**src/rtl/priority_encoder_pkg.sv**
```systemverilog
// Shared types and default widths for the registered priority encoder.
// Imported by the interface, the selector and the top level.
package priority_encoder_pkg;

    typedef enum logic {
        IDLE    = 1'b0,
        PRESENT = 1'b1
    } state_t;

    localparam int ENCODE_WIDTH = 3;

endpackage

```
**src/rtl/priority_encoder_fsm_if.sv**
```systemverilog
// Request/handshake bundle between event sources, the encoder and its consumer.
// The master side drives requests and ack; the slave side is the encoder.
interface priority_encoder_fsm_if
    import priority_encoder_pkg::*;
#(
    parameter int encodeWidth = ENCODE_WIDTH,
    parameter int decodeWidth = 2 ** encodeWidth
) ();

    logic [decodeWidth-1:0] req;
    logic                   ack;
    logic [encodeWidth-1:0] code;
    logic                   valid;
    logic [decodeWidth-1:0] pending;
    logic                   overrun;

    modport master (
        output req,
        output ack,
        input  code,
        input  valid,
        input  pending,
        input  overrun
    );

    modport slave (
        input  req,
        input  ack,
        output code,
        output valid,
        output pending,
        output overrun
    );

endinterface

```
**src/rtl/priority_select.sv**
```systemverilog
// Combinational highest-set-bit finder.
// Bit decodeWidth-1 has top priority; any flags a non-zero input.
module priority_select
    import priority_encoder_pkg::*;
#(
    parameter int encodeWidth = ENCODE_WIDTH,
    parameter int decodeWidth = 2 ** encodeWidth
) (
    input  logic [decodeWidth-1:0] bits,
    output logic [encodeWidth-1:0] index,
    output logic                   any
);

    // Scan upward so the last (highest) set bit wins.
    always_comb begin
        index = '0;
        any   = 1'b0;
        for (int i = 0; i < decodeWidth; i++) begin
            if (bits[i]) begin
                index = encodeWidth'(i);
                any   = 1'b1;
            end
        end
    end

endmodule

```
**src/rtl/priority_encoder_fsm.sv**
```systemverilog
// Registered priority encoder: sticky pending bits, highest index presented
// with a valid/ack handshake, plus a sticky overrun flag.
module priority_encoder_fsm
    import priority_encoder_pkg::*;
#(
    parameter int encodeWidth = ENCODE_WIDTH,
    parameter int decodeWidth = 2 ** encodeWidth
) (
    input  logic clk,
    input  logic rst_n,
    priority_encoder_fsm_if.slave bus
);

    state_t                 state;
    state_t                 state_next;
    logic [decodeWidth-1:0] pending;
    logic [decodeWidth-1:0] pending_next;
    logic [decodeWidth-1:0] clr;
    logic [decodeWidth-1:0] one_hot;
    logic [encodeWidth-1:0] code;
    logic [encodeWidth-1:0] code_next;
    logic [encodeWidth-1:0] sel_index;
    logic                   sel_any;
    logic                   valid;
    logic                   valid_next;
    logic                   overrun;
    logic                   overrun_next;
    logic                   take;

    // Selection looks only at registered pending, never at raw req.
    priority_select #(
        .encodeWidth (encodeWidth),
        .decodeWidth (decodeWidth)
    ) u_select (
        .bits  (pending),
        .index (sel_index),
        .any   (sel_any)
    );

    assign take    = (state == PRESENT) && bus.ack;
    assign one_hot = decodeWidth'(1) << code;
    assign clr     = take ? one_hot : '0;

    // Pending bits: clear the served bit, new requests set (set wins).
    always_comb begin
        pending_next = (pending & ~clr) | bus.req;
        overrun_next = overrun | (|(bus.req & pending & ~clr));
    end

    // Next-state and presented code/valid.
    always_comb begin
        state_next = state;
        code_next  = code;
        valid_next = valid;
        unique case (state)
            IDLE: begin
                if (sel_any) begin
                    code_next  = sel_index;
                    valid_next = 1'b1;
                    state_next = PRESENT;
                end else begin
                    valid_next = 1'b0;
                end
            end
            PRESENT: begin
                if (bus.ack) begin
                    valid_next = 1'b0;
                    state_next = IDLE;
                end
            end
            default: begin
                valid_next = 1'b0;
                state_next = IDLE;
            end
        endcase
    end

    // State, pending and output registers with asynchronous reset.
    always_ff @(posedge clk or negedge rst_n) begin
        if (!rst_n) begin
            state   <= IDLE;
            pending <= '0;
            code    <= '0;
            valid   <= 1'b0;
            overrun <= 1'b0;
        end else begin
            state   <= state_next;
            pending <= pending_next;
            code    <= code_next;
            valid   <= valid_next;
            overrun <= overrun_next;
        end
    end

    assign bus.code    = code;
    assign bus.valid   = valid;
    assign bus.pending = pending;
    assign bus.overrun = overrun;

endmodule

```
**src/flat_wrapper.sv**
```systemverilog
// flat-port wrapper written by rule: the top's interface ports become plain ports
module priority_encoder_fsm_flat import priority_encoder_pkg::*;
#(
    parameter int encodeWidth = ENCODE_WIDTH,
    parameter int decodeWidth = 2 ** encodeWidth
)
  (clk, rst_n, bus_req, bus_ack, bus_code, bus_valid, bus_pending, bus_overrun);
  priority_encoder_fsm_if #(.encodeWidth(encodeWidth), .decodeWidth(decodeWidth)) bus_i ();
  input  logic clk;
  input  logic rst_n;
  input wire logic [$bits(bus_i.req)-1:0] bus_req;
  input wire logic [$bits(bus_i.ack)-1:0] bus_ack;
  output wire logic [$bits(bus_i.code)-1:0] bus_code;
  output wire logic [$bits(bus_i.valid)-1:0] bus_valid;
  output wire logic [$bits(bus_i.pending)-1:0] bus_pending;
  output wire logic [$bits(bus_i.overrun)-1:0] bus_overrun;
  assign bus_i.req = bus_req;
  assign bus_i.ack = bus_ack;
  assign bus_code = bus_i.code;
  assign bus_valid = bus_i.valid;
  assign bus_pending = bus_i.pending;
  assign bus_overrun = bus_i.overrun;
  priority_encoder_fsm #(.encodeWidth(encodeWidth), .decodeWidth(decodeWidth)) u_core (.clk(clk), .rst_n(rst_n), .bus(bus_i));
endmodule
```
**config.mk**
```make
export PLATFORM = sky130hd
export DESIGN_NAME = priority_encoder_fsm_flat
export DESIGN_NICKNAME = d
export VERILOG_FILES = /design/src/rtl/priority_encoder_pkg.sv /design/src/rtl/priority_encoder_fsm_if.sv /design/src/rtl/priority_select.sv /design/src/rtl/priority_encoder_fsm.sv /design/src/flat_wrapper.sv
export SDC_FILE = /design/constraint.sdc
export NUM_CORES = 1
export LEC_CHECK = 0
export BUFFER_PORTS_ARGS = -buffer_cell sky130_fd_sc_hd__buf_2
export CAP_MARGIN = 10
export CORE_UTILIZATION = 47
export CTS_CLUSTER_DIAMETER = 200
export DETAILED_ROUTE_END_ITERATION = 6
export PLACE_DENSITY = 0.8
export SETUP_SLACK_MARGIN = 0.15
export SYNTH_ARGS = -nofsm -noshare
export SYNTH_HDL_FRONTEND = slang
export SYNTH_SLANG_ARGS = --single-unit
```
**constraint.sdc**
```tcl
create_clock -name clk -period 1.7 [get_ports clk]
set_clock_uncertainty 0.05 [all_clocks]
set_input_delay 0.34 -clock clk [delete_from_list [all_inputs] [get_ports clk]]
set_output_delay 0.34 -clock clk [all_outputs]
set_load 0.03 [all_outputs]
```
==> flow_summary_export.csv, run 1 <==
group,metric,value,unit
routing,drc,0,
placed_design,dpl.hpwl,1139,µm
timing,rsz0062_at_grt,"yes",
worst_setup_path,cp_data_arrival_time,1.60,ns
routing,via_count,638,
floorplan,die_w,40.23,µm
power,p_sw,434.9,µW
worst_setup_path,cp-end-kind,"register",
logic_synthesis,ys_types,25,
power,swShare,41.40,%
timing,clock.fmax,0.6674,GHz
layout,num_antenna_cells,0,
layout,stdcell_count,109,
layout,area_growth,22.95,%
global_route,grt_overflow,0,
floorplan,coreArea,0.001334,mm²
cts,clkSinkCount,14,
worst_setup_path,cp-endpoint,"u_core.bus.overrun",
outcome,status,"completed",
logic_synthesis,synthCells,70,
power,combPwrFrac,34.1,%
worst_setup_path,ff2ff_setup_slack,0.20,ns
worst_setup_path,critPathKind,"reg2reg",
layout,layout_commonest_cell,"buf_2",
routing,drt_iter0_drc,17,
layout,regArea,351.6,µm²
logic_synthesis,seq_area_frac_synth,51.00,%
global_route,grt_pass1_vias,525,
routing,antenna_left,0,
global_route,grt_pass1_wl,2173,µm
floorplan,start_util,51.50,%
placed_design,portBuffers,23,
floorplan,die_area,0.001618,mm²
timing,setup_viol,0,
cts,cts.clk_slew.worst_paths,0.09,ns
floorplan,ios,24,
timing,tightestPinTransition,0.4265,ns
worst_setup_path,required,1.80,ns
routing,wire_per_inst,14.23,µm
worst_setup_path,startpoint,"u_core.bus.code[1]",
cts,clock_latency,0.28,ns
floorplan,die-height,40.23,µm
layout,nNetsFinal,107,
global_route,antenna_found_initial,0,
global_route,track_usage,21.00,%
logic_synthesis,ys_async_sr_fraction,100.0,%
routing,finalWirelength,1551,µm
floorplan,rows,13,
placed_design,pre_cts_ws,0.1357,ns
layout,fin_util,63.32,%
layout,final_cell_mix,"buf_2 (23), dfrtp_1 (13), nand2_1 (8), a21o_1 (7), a21oi_1 (6)",
worst_setup_path,ff2ff_path_depth,4,
cts,cts-root-buf,"clkbuf_4",
cts,cts_tree,"done",
placed_design,routabilityCongestion,0.7872,
cts,clock_path_buffers,2,
logic_synthesis,syn-cell-area,686.9,µm²
job,maxCapViolations,0,
worst_setup_path,worstReg2RegEnd,"u_core.bus.overrun",
power,leakagePower,0.3480,nW
routing,drtPass1Iterations,4,
timing,finalCritPeriodShare,88.13,%
worst_setup_path,rr_startpoint,"u_core.bus.code[1]",
timing,fin_setup_tns,0,ns
power,clockPowerShare,17.9,%
timing,report.final.slew_viol_count,0,
worst_hold_path,hold_path.class,"in2reg",
cts,cts_max_level,1,
timing,setup_ws,0.2017,ns
placed_design,dp.cells,105,
logic_synthesis,synth_edf_count,0,
routing,viasPerCell,5.853,
cts,cts_buffers,3,
power,p_per_area,1244,mW/mm²
layout,multi_input_comb_area,315.3,µm²
logic_synthesis,synth_ff_type,"dfrtp_1",
timing,finalHoldViolations,0,
global_route,grt_max_degree,15,
cts,post-cts-setup-buffer-count,0,
logic_synthesis,ys_ff_latch,14,
power,intPower,615.7,µW
logic_synthesis,yosys.area.top_type_share,51.00,%
logic_synthesis,synth_area_leaders,"dfrtp_1 (51%), a21o_1 (7.7%), a21oi_1 (4.4%)",
power,finalPower,1.051,mW
logic_synthesis,syn_avg_cell_area,9.813,µm²
layout,drive_gt1_share,36.17,%
logic_synthesis,synthesis.nets,81,
worst_setup_path,crit_path_start_kind,"register",
power,irDropWorstVdd,0.7348,mV
logic_synthesis,yosysWarnings,0,
power,seqPwrFrac,48.0,%
worst_setup_path,path_max_fanout,6,
logic_synthesis,synth_area_leader_cell,"dfrtp_1",
timing,slew_headroom,71.57,%
timing,min_period,1.498,ns
layout,n_fill_cell,122,
worst_hold_path,hold_start,"bus_req[4]",
-- worst min-delay path by stage --
stage | cells after the start | endpoint | slack (ns)
global route | 2 | u_core.bus.pending[2] | 0.21
detailed placement | 1 | u_core.bus.pending[5] | 0.20
CTS | 2 | u_core.bus.pending[4] | 0.20
floorplan | 0 | u_core.bus.code[0] | -0.006
global placement | 1 | u_core.bus.pending[5] | 0.20
finish | 2 | u_core.bus.pending[4] | 0.20
-- synth_stat cells, types with 2 or more instances --
| cell type | n |
|---|---|
| a31oi_1 | 3 |
| dfrtp_1 | 14 |
| nor4_1 | 2 |
| a21o_2 | 2 |
| nand3_1 | 3 |
| a21oi_1 | 6 |
| o21ai_0 | 2 |
| nor2_1 | 4 |
| a21o_1 | 7 |
| nand2_1 | 8 |
| nor3_1 | 2 |
| inv_1 | 3 |
| a311oi_1 | 2 |
-- critical path: stages, from the launching register on --
cell	delay, ns
dfrtp_1	0.40
and3b_2	0.35
nand2_1	0.10
a311oi_1	0.33
nand4_1	0.14
-- per-layer routing --
layer | wire length (µm) | track usage [%] | up-vias | share of wire, %
met3 | 76 | 3.333 | 4 | 4.9
li1 | - | - | 305 | -
met5 | 0 | 0 | - | 0
met2 | 738 | 34.27 | 22 | 48
met1 | 707 | 27.02 | 307 | 46
met4 | 28 | 10.00 | 0 | 1.8
-- power groups by stage --
stage,clock network [mW],registers [mW],logic [mW]
after CTS,0.187,0.499,0.358
after global routing,0.200,0.521,0.385
after detailed placement,0,0.505,0.356
after floorplan,0,0.569,0.185
after global placement,0,0.506,0.348
final,0.188,0.504,0.358
-- kinds of logic (layout without fill, tap and decap cells) --
group                  after synthesis  count (layout)  share of synthesized area (%)
AOI/OAI and AO/OA                   24              24                          23.68
and+or+nand+nor                     26              26                          21.13
DFF                                 14              14                          51.00
buffers and inverters                6              30                          4.188
-- area by class of cell --
cell class                 count  area share [%]
clock buffer                   3           2.667
multi-input combinational     50           37.33
sequential                    14           41.63
inverter                       3           1.333
tap                           15           2.222
timing repair buffer          24           14.81
-- stage by stage --
stage / instance area, µm² / hold slack (ns)
after floorplan: 686.9 / -0.005591
after global placement: 803.3 / 0.1977
after detailed placement: 803.3 / 0.2029
after CTS: 837.1 / 0.2017
after global routing: 844.6 / 0.2052
final: 844.6 / 0.1987
-- state kept, by name (all words and copies together), names as in the netlist --
signal,flops
u_core.bus.code,3
u_core.state,1
u_core.bus.pending,8
u_core.bus.overrun,1
u_core.bus.valid,1
-- repair_timing --
| item | CTS | global route |
|---|---|---|
| hold buffers | 1 | 0 |
| endpoints found under the hold margin | 14 | 0 |
| setup endpoints to repair | 1 | 2 |
| pin swaps | 0 | 1 |
| resized for setup | 1 | 2 |
(Power assumes the default switching activity.)
==> run 2: changes to the inputs <==
--- a/config.mk
+++ b/config.mk
@@ -7,8 +7,10 @@
 export LEC_CHECK = 0
 export BUFFER_PORTS_ARGS = -buffer_cell sky130_fd_sc_hd__buf_2
 export CAP_MARGIN = 10
+export CORE_MARGIN = 2
 export CORE_UTILIZATION = 47
 export CTS_CLUSTER_DIAMETER = 200
+export CTS_CLUSTER_SIZE = 24
 export DETAILED_ROUTE_END_ITERATION = 6
 export PLACE_DENSITY = 0.8
 export SETUP_SLACK_MARGIN = 0.15
==> run 2 against run 1 <==
Compared with the run above:
- final area is 1.0% higher
- sequential cell count stayed put
- worst hold slack worse by 0.0024 ns
- clock-buffer cell count stayed put
- register-to-register slack better by 0.03 ns
- sequential power is 1% lower
- utilization is 0.66 points higher
- fmax is 1.9% higher
- critical endpoint unchanged
- cell count is 0.92% higher
- clock power hardly changed
- largest power group unchanged
==> flow_summary_export.csv, run 2 (synthesis gave the netlist of run 1 again) <==
group,metric,value,unit
layout,area_growth,24.23,%
routing,drt_iter0_drc,22,
global_route,antenna_found_initial,0,
worst_setup_path,path_max_fanout,6,
routing,drtPass1Iterations,4,
routing,viasPerCell,5.764,
outcome,status,"completed",
worst_setup_path,path_cells,"and3b_2 -> nand2_1 -> a311oi_1 -> nand4_1",
layout,num_antenna_cells,0,
cts,cts.clk_slew.worst_paths,0.08,ns
floorplan,die_area,0.001783,mm²
routing,finalWirelength,1533,µm
layout,largestRegisters,"u_core.bus.pending x8, u_core.bus.code x3",
timing,tightestPinTransition,0.4120,ns
floorplan,coreArea,0.001334,mm²
timing,finalHoldViolations,0,
cts,clock_path_buffers,2,
global_route,track_usage,18.45,%
timing,rsz0062_at_grt,"yes",
timing,report.final.slew_viol_count,0,
worst_hold_path,hold_path.class,"in2reg",
timing,min_period,1.470,ns
layout,drive_gt1_share,37.89,%
layout,layout_commonest_cell,"buf_2",
floorplan,die_w,42.23,µm
layout,nNetsFinal,108,
layout,top_register,"u_core.bus.pending",
worst_setup_path,crit_path_start_kind,"register",
layout,final_area,853.3,µm²
global_route,grt_pass1_vias,583,
placed_design,portBuffers,23,
placed_design,dpl.hpwl,1163,µm
worst_setup_path,critPathKind,"reg2reg",
power,leakagePower,0.3518,nW
cts,cts_tree,"done",
cts,cts_buffers,3,
global_route,grt_max_degree,15,
floorplan,rows,13,
timing,fin_setup_tns,0,ns
timing,setup_viol,0,
floorplan,start_util,51.50,%
floorplan,die-height,42.23,µm
job,maxCapViolations,0,
power,finalPower,1.063,mW
floorplan,ios,24,
worst_setup_path,cp_slowest_cell,"dfrtp_1",
routing,via_count,634,
cts,clock_latency,0.28,ns
power,irDropWorstVdd,1.012,mV
routing,antenna_left,0,
worst_setup_path,cp-end-kind,"register",
routing,drc,0,
cts,post-cts-setup-buffer-count,0,
timing,clock.fmax,0.6803,GHz
power,p_per_area,1246,mW/mm²
cts,cts_max_level,1,
placed_design,routabilityCongestion,0.7906,
routing,wire_per_inst,13.94,µm
worst_setup_path,cpPeakStageDelay,0.40,ns
worst_setup_path,cp_data_arrival_time,1.57,ns
cts,cts-root-buf,"clkbuf_4",
layout,largest_register_ffs,8,
timing,slew_headroom,72.53,%
worst_setup_path,required,1.80,ns
cts,clkSinkCount,14,
global_route,grt_pass1_wl,2497,µm
placed_design,placed_area,810.8,µm²
layout,final_cell_mix,"buf_2 (23), dfrtp_1 (12), nand2_1 (8), a21o_1 (7), a21oi_1 (6)",
global_route,grt_overflow,0,
timing,finalCritPeriodShare,86.47,%
==> run 2: cell count changes in the layout (fill, tap and decap cells not counted) <==
cell | before | now
buf_4 | 0 | 1
dfrtp_2 | 1 | 2
dfrtp_1 | 13 | 12
==> run 2: metal layers <==
metal	vias to the layer above	GRT usage [%]	routed length (µm)
met1	296	23.90	661
met2	26	29.54	731
met5	-	0	0
met4	0	9.375	36
met3	5	3.017	103
li1	307	-	-
==> run 2: timing repair <==
action                                 CTS  global route
hold buffers                             1             0
cloned                                   0             0
gates resized for setup                  1             3
pin swaps                                0             1
setup endpoints to repair                1             4
endpoints found under the hold margin   14             0
==> run 2: path summary, 6_finish.rpt <==
check | cells past startpoint | end | slack, ns | from
setup / recovery | 4 | u_core.bus.overrun | 0.23 | u_core.bus.code[1]
hold / removal | 2 | u_core.bus.pending[4] | 0.20 | bus_req[4]
setup reg to reg | 4 | u_core.bus.overrun | 0.23 | u_core.bus.code[1]
hold reg to reg | 2 | u_core.bus.overrun | 0.47 | u_core.bus.overrun
max in group asynchronous | 2 | u_core.state | 0.90 | rst_n
min in group asynchronous | 2 | u_core.bus.pending[2] | 0.43 | rst_n
==> run 2: cell type report <==
cell class	instances	area (µm²)
Sequential cell	14	352.8
Inverter	3	11.26
Fill cell	117	480.5
Multi-Input combinational cell	50	315.3
Clock buffer	3	22.52
Timing Repair Buffer	25	132.6
Tap cell	15	18.77
==> run 2: power breakdown <==
| group | internal, mW | switching [mW] | leakage (nW) | total (mW) |
|---|---|---|---|---|
| registers | 0.401 | 0.0975 | 0.131 | 0.498 |
| clock network | 0.0822 | 0.103 | 0.0138 | 0.185 |
| logic | 0.148 | 0.232 | 0.207 | 0.380 |
| total | 0.631 | 0.432 | 0.352 | 1.06 |
==> run 2: metrics by stage <==
| stage | setup WS (ns) | hold WS, ns | util (%) | cells |
|---|---|---|---|---|
| floorplan | 0.2280 | -0.005591 | - | 70 |
| global placement | 0.1611 | 0.1974 | 60.79 | 106 |
| detailed placement | 0.1467 | 0.2018 | 60.79 | 106 |
| CTS | 0.1868 | 0.1946 | 63.32 | 110 |
| global route | 0.1410 | 0.2008 | 63.98 | 110 |
| finish | 0.2300 | 0.1962 | 63.98 | 110 |
==> run 2: critical path, delay by kind of cell, from the launching register on <==
| kind | cells | cell delay, ns |
|---|---|---|
| AOI/OAI and AO/OA | 1 | 0.32 |
| DFF | 1 | 0.40 |
| and+or+nand+nor | 3 | 0.57 |
==> run 3: changes to the inputs <==
--- a/config.mk
+++ b/config.mk
@@ -12,6 +12,8 @@
 export CTS_CLUSTER_DIAMETER = 200
 export CTS_CLUSTER_SIZE = 24
 export DETAILED_ROUTE_END_ITERATION = 6
+export GPL_TIMING_DRIVEN = 0
+export MAX_ROUTING_LAYER = met4
 export PLACE_DENSITY = 0.8
 export SETUP_SLACK_MARGIN = 0.15
 export SYNTH_ARGS = -nofsm -noshare
==> run 3 against run 2 <==
Compared with the run above:
- sequential share of layout area fell by 1.3 points
- global-route usage rose by 1.7 points
- fmax fell by 0.68%
- die area did not move
- clock power rose by 3%
- first-iteration DRC count fell by 82%
- wire length rose by 2.3%
- register-to-register slack barely moved
- total power rose by 1.3%
- clock-buffer cell count did not move
- critical path depth rose by 1
- highest routed layer unchanged
==> flow_summary_export.csv, run 3 (synthesis gave the netlist of run 1 again) <==
group,metric,value,unit
layout,num_antenna_cells,0,
timing,setup_viol,0,
global_route,track_usage,20.15,%
global_route,grt_overflow,0,
global_route,grt_max_degree,15,
global_route,antenna_found_initial,0,
routing,antenna_left,0,
worst_hold_path,hold_start,"bus_req[4]",
cts,cts-root-buf,"clkbuf_4",
floorplan,die_w,42.23,µm
timing,rsz0062_at_grt,"no",
worst_setup_path,path_max_fanout,6,
job,maxCapViolations,0,
layout,area_growth,27.87,%
timing,finalCritPeriodShare,87.06,%
worst_hold_path,whs_path_depth,2,
worst_hold_path,hold_end,"u_core.bus.pending[4]",
timing,min_period,1.480,ns
layout,n_fill_cell,119,
floorplan,rows,13,
layout,layout_commonest_cell,"buf_2",
placed_design,dpl.hpwl,1121,µm
power,leakagePower,0.3645,nW
floorplan,die_area,0.001783,mm²
routing,viasPerCell,5.821,
worst_setup_path,cp_data_arrival_time,1.58,ns
layout,stdcell_count,112,
placed_design,dp.cells,108,
worst_setup_path,ff2ff_path_depth,5,
worst_setup_path,worstReg2RegEnd,"u_core.bus.overrun",
layout,largest_register_ffs,8,
cts,cts_buffers,3,
cts,cts_tree,"done",
routing,via_count,652,
worst_setup_path,cp-end-kind,"register",
floorplan,die-height,42.23,µm
placed_design,placed_area,820.8,µm²
worst_setup_path,crit_path_start_kind,"register",
worst_setup_path,critPathKind,"reg2reg",
floorplan,coreArea,0.001334,mm²
timing,clock.fmax,0.6757,GHz
timing,finalHoldViolations,0,
cts,cts.clk_slew.worst_paths,0.08,ns
global_route,grt_pass1_vias,591,
layout,final_area,878.3,µm²
worst_setup_path,ff2ff_setup_slack,0.22,ns
floorplan,ios,24,
power,p_per_area,1227,mW/mm²
power,irDropWorstVdd,0.8986,mV
cts,clock_latency,0.28,ns
routing,finalWirelength,1568,µm
routing,drc,0,
cts,clock_path_buffers,2,
layout,top_register,"u_core.bus.pending",
layout,largestRegisters,"u_core.bus.pending x8, u_core.bus.code x3",
routing,drtPass1Iterations,4,
timing,hold_slack,0.1952,ns
routing,wire_per_inst,14.00,µm
timing,fin_setup_tns,0,ns
layout,final_cell_mix,"buf_2 (24), dfrtp_1 (13), nand2_1 (8), a21o_1 (7), a21oi_1 (6)",
cts,cts_max_level,1,
worst_hold_path,hold_path.class,"in2reg",
layout,fin_util,65.85,%
placed_design,routabilityCongestion,0.7751,
layout,drive_gt1_share,41.24,%
worst_setup_path,rr_startpoint,"u_core.bus.code[1]",
layout,nNetsFinal,110,
floorplan,start_util,51.50,%
cts,clkSinkCount,14,
timing,slew_headroom,70.45,%
worst_setup_path,required,1.80,ns
placed_design,portBuffers,23,
timing,report.final.slew_viol_count,0,
outcome,status,"completed",
routing,drt_iter0_drc,4,
timing,tightestPinTransition,0.4432,ns
global_route,grt_pass1_wl,2635,µm
==> run 3: how the worst max path moves through the flow <==
stage / from / endpoint / cells after the start / slack [ns]
after CTS: u_core.bus.code[0] / u_core.bus.overrun / 5 / 0.18
after global placement: u_core.bus.pending[3] / u_core.bus.valid / 3 / 0.26
after floorplan: u_core.bus.code[1] / u_core.bus.overrun / 5 / 0.23
final: u_core.bus.code[1] / u_core.bus.overrun / 5 / 0.22
after detailed placement: u_core.bus.code[0] / u_core.bus.overrun / 5 / 0.19
after global routing: u_core.bus.code[1] / u_core.bus.overrun / 5 / 0.15
==> run 3: critical path: stages, from the launching register on <==
cell and delay (ns):
dfrtp_1 0.41, and3b_1 0.22, buf_4 0.15, a31oi_1 0.09, a311oi_1 0.29, nand4_1 0.13
==> run 3: area by class of cell <==
class / instances / area (µm²) / share of cell area (%)
repair buffers: 24 / 125.1 / 14.25
flip-flops and latches: 14 / 351.6 / 40.03
multi-input cells: 50 / 331.6 / 37.75
well taps: 15 / 18.77 / 2.137
plain buffers: 3 / 17.52 / 1.994
inverters: 3 / 11.26 / 1.282
clock buffers: 3 / 22.52 / 2.564
==> run 3: metrics by stage <==
stage / power [mW] / worst slack, ns
after global placement: 0.8643 / 0.2559
after CTS: 1.059 / 0.1750
after floorplan: 0.7545 / 0.2280
after detailed placement: 0.8750 / 0.1889
final: 1.078 / 0.2200
after global routing: 1.139 / 0.1519
==> run 3: timing repair <==
action                                  CTS  global route
hold endpoints to repair                 14             0
setup buffers                             0             0
endpoints found under the setup margin    0             5
resized for setup                         0             6
hold buffers                              1             0
==> run 3: power by group <==
| group | switching, mW | leakage [nW] | internal (mW) | total (mW) |
|---|---|---|---|---|
| clock network | 0.108 | 0.0138 | 0.0823 | 0.190 |
| logic | 0.254 | 0.219 | 0.151 | 0.405 |
| registers | 0.0840 | 0.132 | 0.398 | 0.482 |
==> run 3: layer usage <==
| metal | wire [µm] | vias to the layer above | global-route usage [%] |
|---|---|---|---|
| met1 | 713 | 323 | 25.75 |
| met5 | 0 | - | - |
| met2 | 753 | 15 | 30.77 |
| li1 | - | 310 | - |
| met4 | 39 | 0 | 11.25 |
| met3 | 61 | 4 | 2.586 |
